$ cat src/rtl/ring_slot_buffer.sv
// ring_slot_buffer: slot store for a ring-router input port, filled via the empty-slot finder
// and drained in arrival order over a valid/ready handshake.
module ring_slot_buffer #(
   parameter int BUFFER_SIZE = 4,
   parameter int PACKET_SIZE = 49,
   parameter int PTR_LEN     = 2
) (
   input  logic                               clk,
   input  logic                               rst_n,
   input  logic [PACKET_SIZE-1:0]             in_pkt,
   output logic                               in_ready,
   input  logic [PTR_LEN-1:0]                 empty_pos,
   input  logic                               empty_pos_found,
   output logic [BUFFER_SIZE*PACKET_SIZE-1:0] buffer_flat,
   output logic [PACKET_SIZE-1:0]             out_pkt,
   output logic                               out_valid,
   input  logic                               out_ready,
   output logic [PTR_LEN:0]                   occupancy,
   output logic                               protocol_err
);
   localparam logic [PTR_LEN:0] FULL = (PTR_LEN+1)'(BUFFER_SIZE);
   logic [PACKET_SIZE-1:0] slot  [BUFFER_SIZE];
   logic [PTR_LEN-1:0]     age_q [BUFFER_SIZE];
   logic [PTR_LEN-1:0]     head, tail;
   logic [PTR_LEN:0]       count;
   logic                   err_occ, err_idle, do_wr, do_rd;
   // Finder claims an occupied slot is empty, or reports none empty while room remains.
   assign err_occ   = empty_pos_found && slot[empty_pos][PACKET_SIZE-1];
   assign err_idle  = !empty_pos_found && count < FULL;
   assign do_wr     = in_pkt[PACKET_SIZE-1] && empty_pos_found && !err_occ;
   assign do_rd     = out_valid && out_ready;
   assign out_valid = count != '0;
   assign out_pkt   = out_valid ? slot[age_q[head]] : '0;
   assign in_ready  = empty_pos_found;
   assign occupancy = count;
   for (genvar i = 0; i < BUFFER_SIZE; i++) begin : g_flat
      assign buffer_flat[i*PACKET_SIZE +: PACKET_SIZE] = slot[i];
   end
   always_ff @(posedge clk or negedge rst_n) begin
      if (!rst_n) begin
         for (int k = 0; k < BUFFER_SIZE; k++) begin
            slot[k]  <= '0;
            age_q[k] <= '0;
         end
         head         <= '0;
         tail         <= '0;
         count        <= '0;
         protocol_err <= 1'b0;
      end else begin
         if (do_rd) slot[age_q[head]] <= '0;
         if (do_wr) begin
            slot[empty_pos] <= in_pkt;
            age_q[tail]     <= empty_pos;
         end
         head  <= head + PTR_LEN'(do_rd);
         tail  <= tail + PTR_LEN'(do_wr);
         count <= count + (PTR_LEN+1)'(do_wr) - (PTR_LEN+1)'(do_rd);
         if (err_occ || err_idle) protocol_err <= 1'b1;
      end
   end
endmodule

$ cat config.mk
export PLATFORM = sky130hd
export DESIGN_NAME = ring_slot_buffer
export DESIGN_NICKNAME = d
export VERILOG_FILES = /design/src/rtl/ring_slot_buffer.sv
export SDC_FILE = /design/constraint.sdc
export NUM_CORES = 1
export LEC_CHECK = 0
export CAP_MARGIN = 20
export CELL_PAD_IN_SITES_DETAIL_PLACEMENT = 2
export CELL_PAD_IN_SITES_GLOBAL_PLACEMENT = 2
export CORE_UTILIZATION = 25
export DETAILED_ROUTE_END_ITERATION = 7
export PLACE_DENSITY_LB_ADDON = 0.1
export SLEW_MARGIN = 20
export SYNTH_ARGS = -nofsm -noshare
export SYNTH_HDL_FRONTEND = slang
export SYNTH_SLANG_ARGS = --single-unit
$ cat constraint.sdc
create_clock -name clk -period 2.1 [get_ports clk]
set_input_delay 0.42 -clock clk [delete_from_list [all_inputs] [get_ports clk]]
set_output_delay 0.42 -clock clk [all_outputs]
set_load 0.02 [all_outputs]
==> metrics.md <==
| Metric | Value |
|---|---|
| Run status | complete, but fails checks |
| Failing checks | negative setup slack |
| Total grt overflow | 0 |
| Yosys warning count | 0 |
| Slack of the critical path | -0.789 ns |
| Max Clk Rate | 346 MHz |
| Cell Area, Synth | 0.0100 sq mm |
| First DRT Iteration DRCs | 377 |
| HP Class | primary input to asynchronous set/reset pin |
| Cell Int Power | 23.6 mW |
| GRT Total Usage | 23.5% |
| Leak Pwr | 7.40 nW |
| MaxCap Viol Count | 0 |
| Sw Pwr | 18.7 mW |
| Commonest cells in the netlist | nor2_1 (396), dfrtp_1 (212), nor3_1 (192) |
| Setup Slack @ Placement | -0.688 ns |
| Critical path arrival | 2.47 ns |
| Pins Over Slew Limit | 0 |
| Top FF cell, synth | dfrtp_1 |
| Switch share | 44.2% |
| Final Skew | 0.0108 ns |
| Final ANT Viol Nets | 0 |
| Setup violations, final | 257 |
| CORE AREA | 0.0390 sq mm |
| Worst-Skew Late Latency | 0.54 ns |
| Critical setup path kind | flip-flop to primary output |
| Top cell type's share of synthesized area | 53.1% |
| Layout cells sized above 1 | 26.5% |
| P per Cell Area | 2390 mW/mm^2 |
| Crit path cell chain | buf_4 > buf_6 > mux2i_4 > mux2i_4 > nand2_8 > clkbuf_16 > o22ai_2 > buf_6 |
| Unrepaired setup endpoints after global routing | true |
| Final Cell Area | 0.0177 sq mm |
| Sequential power share | 19.3% |
| Register Area | 0.00531 sq mm |
| Register area share after synthesis | 53.1% |
| CTS tree | done |
| Pwr Total | 42.2 mW |
| RePlAce Congestion | 0.769 |
| Diodes inserted | 0 |
| Period Utilization, post-route | 138% |
| IO buf count | 305 |
| Yosys reg bits | 212 |
| CTS Sinks | 212 |
| Slowest cell on crit path | dfrtp_2 |
| Yosys top cell by area | dfrtp_1 |
| Gate count of the mapped netlist | 1,090 |
| Cts bufs inserted | 25 |
| Chip height | 202 um |
| Avg Vias per Cell | 4.98 |
| Pre-antenna DRT Iters | 4 |
| Routed via count | 10,161 |
| FP Rows | 72 |
| Ys async rst share | 100% |
| Multi-input logic area | 0.00545 sq mm |
| CP Buf/Inv Count | 4 |
| CTS H-tree depth | 1 |
| I/O Pins | 306 |
| Max incr delay on CP | 0.43 ns |
| CP top delay family | buffers and inverters |
| Crit path time final | 2.89 ns |
| Placed Area | 0.0151 sq mm |
| Post-synth cell types | 30 |
| Mean Syn Cell Area | 9.17 sq um |
| Initial Util | 25.6% |
| Fillers | 4,005 |
| Die ar. | 0.0408 sq mm |
| CP startpoint kind | flip-flop |
| Root buffer cell | clkbuf_16 |
| CP Capture Type | primary output |
| Worst slew pin tran | 0.470 ns |
| Clock transition at path regs | 0.06 ns |
| Final hold violations | 0 |
| WP data required | 1.68 ns |
| Combinational power share | 70.0% |
| Clk buf depth | 3 |
| Area grow syn2layout | 76.9% |
| DRC viols | 0 |
| VDD IR max | 0.000952 V |
| First-pass GRT wire length | 73,200 um |
| Detail Placement HPWL | 32,500 um |
| Vias in the first global route | 11,211 |
| Top-count cell post-synth | nor2_1 |
| Die width | 202 um |
| Pin count of the biggest net entering global routing | 58 |
| Clock power share | 10.7% |
| Initial antenna violation count | 1 |
| Rel. slew slack | 68.7% |
| Worst-path maximum fanout | 8 |
| Synth area leaders | dfrtp_1 (53%), nor2_1 (15%), mux2i_1 (10%), nor3_1 (9.6%), o22ai_1 (3.1%) |
| Routed len/inst | 25.5 um |
| Total Wirelength | 52,100 um |
| Nets | 1,563 |
| Syn Nets | 1,148 |
| EDFF count, synth | 0 |
## state kept, by name, indices dropped and copies added (netlist names)
name	flops
occupancy	3
head	2
age_q	8
tail	2
buffer_flat	196
protocol_err	1
## power by group through the flow
stage          registers (mW)  clock network [mW]  logic [mW]
2_1_floorplan            9.48                   0        10.2
3_3_place_gp             7.89                   0        22.0
3_5_place_dp             7.94                   0        22.4
4_1_cts                  8.07                4.63        24.6
5_1_grt                  8.40                4.77        30.9
6_report                 8.14                4.52        29.6
## stage by stage
| stage | utilization, % | instances | hold slack [ns] | TNS (ns) |
|---|---|---|---|---|
| finish | 45.4 | 2041 | 0.368 | -77.66 |
| floorplan | - | 1090 | 0.124 | -1.16 |
| detailed placement | 38.6 | 1936 | 0.336 | -101.67 |
| global placement | 38.6 | 1936 | 0.335 | -85.38 |
| CTS | 42.5 | 2010 | 0.356 | -66.07 |
| global route | 45.4 | 2041 | 0.376 | -97.90 |
## layer usage
layer | GRT usage (%) | share of wire [%] | up-vias
met5 | 0 | 0 | -
met4 | 6.01 | 2.9 | 0
met3 | 3.58 | 4.2 | 69
met2 | 40.9 | 50 | 253
met1 | 30.4 | 43 | 5321
li1 | - | - | 4518
## worst register-to-register path, delay by kind of cell, from the launching register on
family | cells | cell delay (ns)
flops | 1 | 0.43
buf+inv | 8 | 1.19
mux | 2 | 0.35
simple gates | 2 | 0.37
## layout by cell type (no fill, tap or decap), types with 4 or more instances in the layout
master,synthesis,layout
nor2_1,396,396
clkdlybuf4s50_1,0,253
dfrtp_1,212,209
nor3_1,192,188
buf_4,12,78
buf_6,0,68
mux2i_1,103,50
buf_12,0,42
clkbuf_16,0,40
o22ai_4,0,39
mux2i_2,0,31
mux2i_4,0,22
o22ai_2,1,11
mux2_2,12,8
buf_16,0,8
clkbuf_8,0,7
clkbuf_1,46,6
buf_8,0,6
inv_1,5,4
mux2_4,0,4
nor3_2,2,4
clkinv_2,0,4
## area by class of cell
type	count	share of cell area (%)
multi-input cells	789	30.8
repair buffers	472	30.7
flip-flops and latches	212	30.0
clock buffers	38	4.21
well taps	518	3.66
clock inverters	7	0.502
inverters	5	0.106
## cell families after synthesis
family | share of synthesized area (%)
compound gates | 3.28
flops | 53.1
simple gates | 26.8
fa+ha+maj | 0.450
buf+inv | 4.22
xor+xnor | 0.526
mux | 11.7
## worst paths after layout
kind	from	end	slack (ns)	cells past startpoint
min in group clk	protocol_err	protocol_err	0.52	2
max	head[1]	out_pkt[48]	-0.79	8
min reg2reg	protocol_err	protocol_err	0.52	2
min	rst_n	buffer_flat[61]	0.37	2
max reg2reg	head[1]	buffer_flat[14]	-0.33	12
max in group asynchronous	rst_n	buffer_flat[78]	1.05	3
## what timing repair did
| action | 4_1_cts | 5_1_grt |
|---|---|---|
| pin swaps | 10 | 32 |
| hold buffers | 1 | 0 |
| endpoints found under the setup margin | 259 | 267 |
| buffers inserted | 26 | 10 |
| gates cloned | 6 | 22 |
| gates resized for setup | 312 | 148 |
| hold endpoints to repair | 30 | 0 |
(Power assumes the default switching activity.)
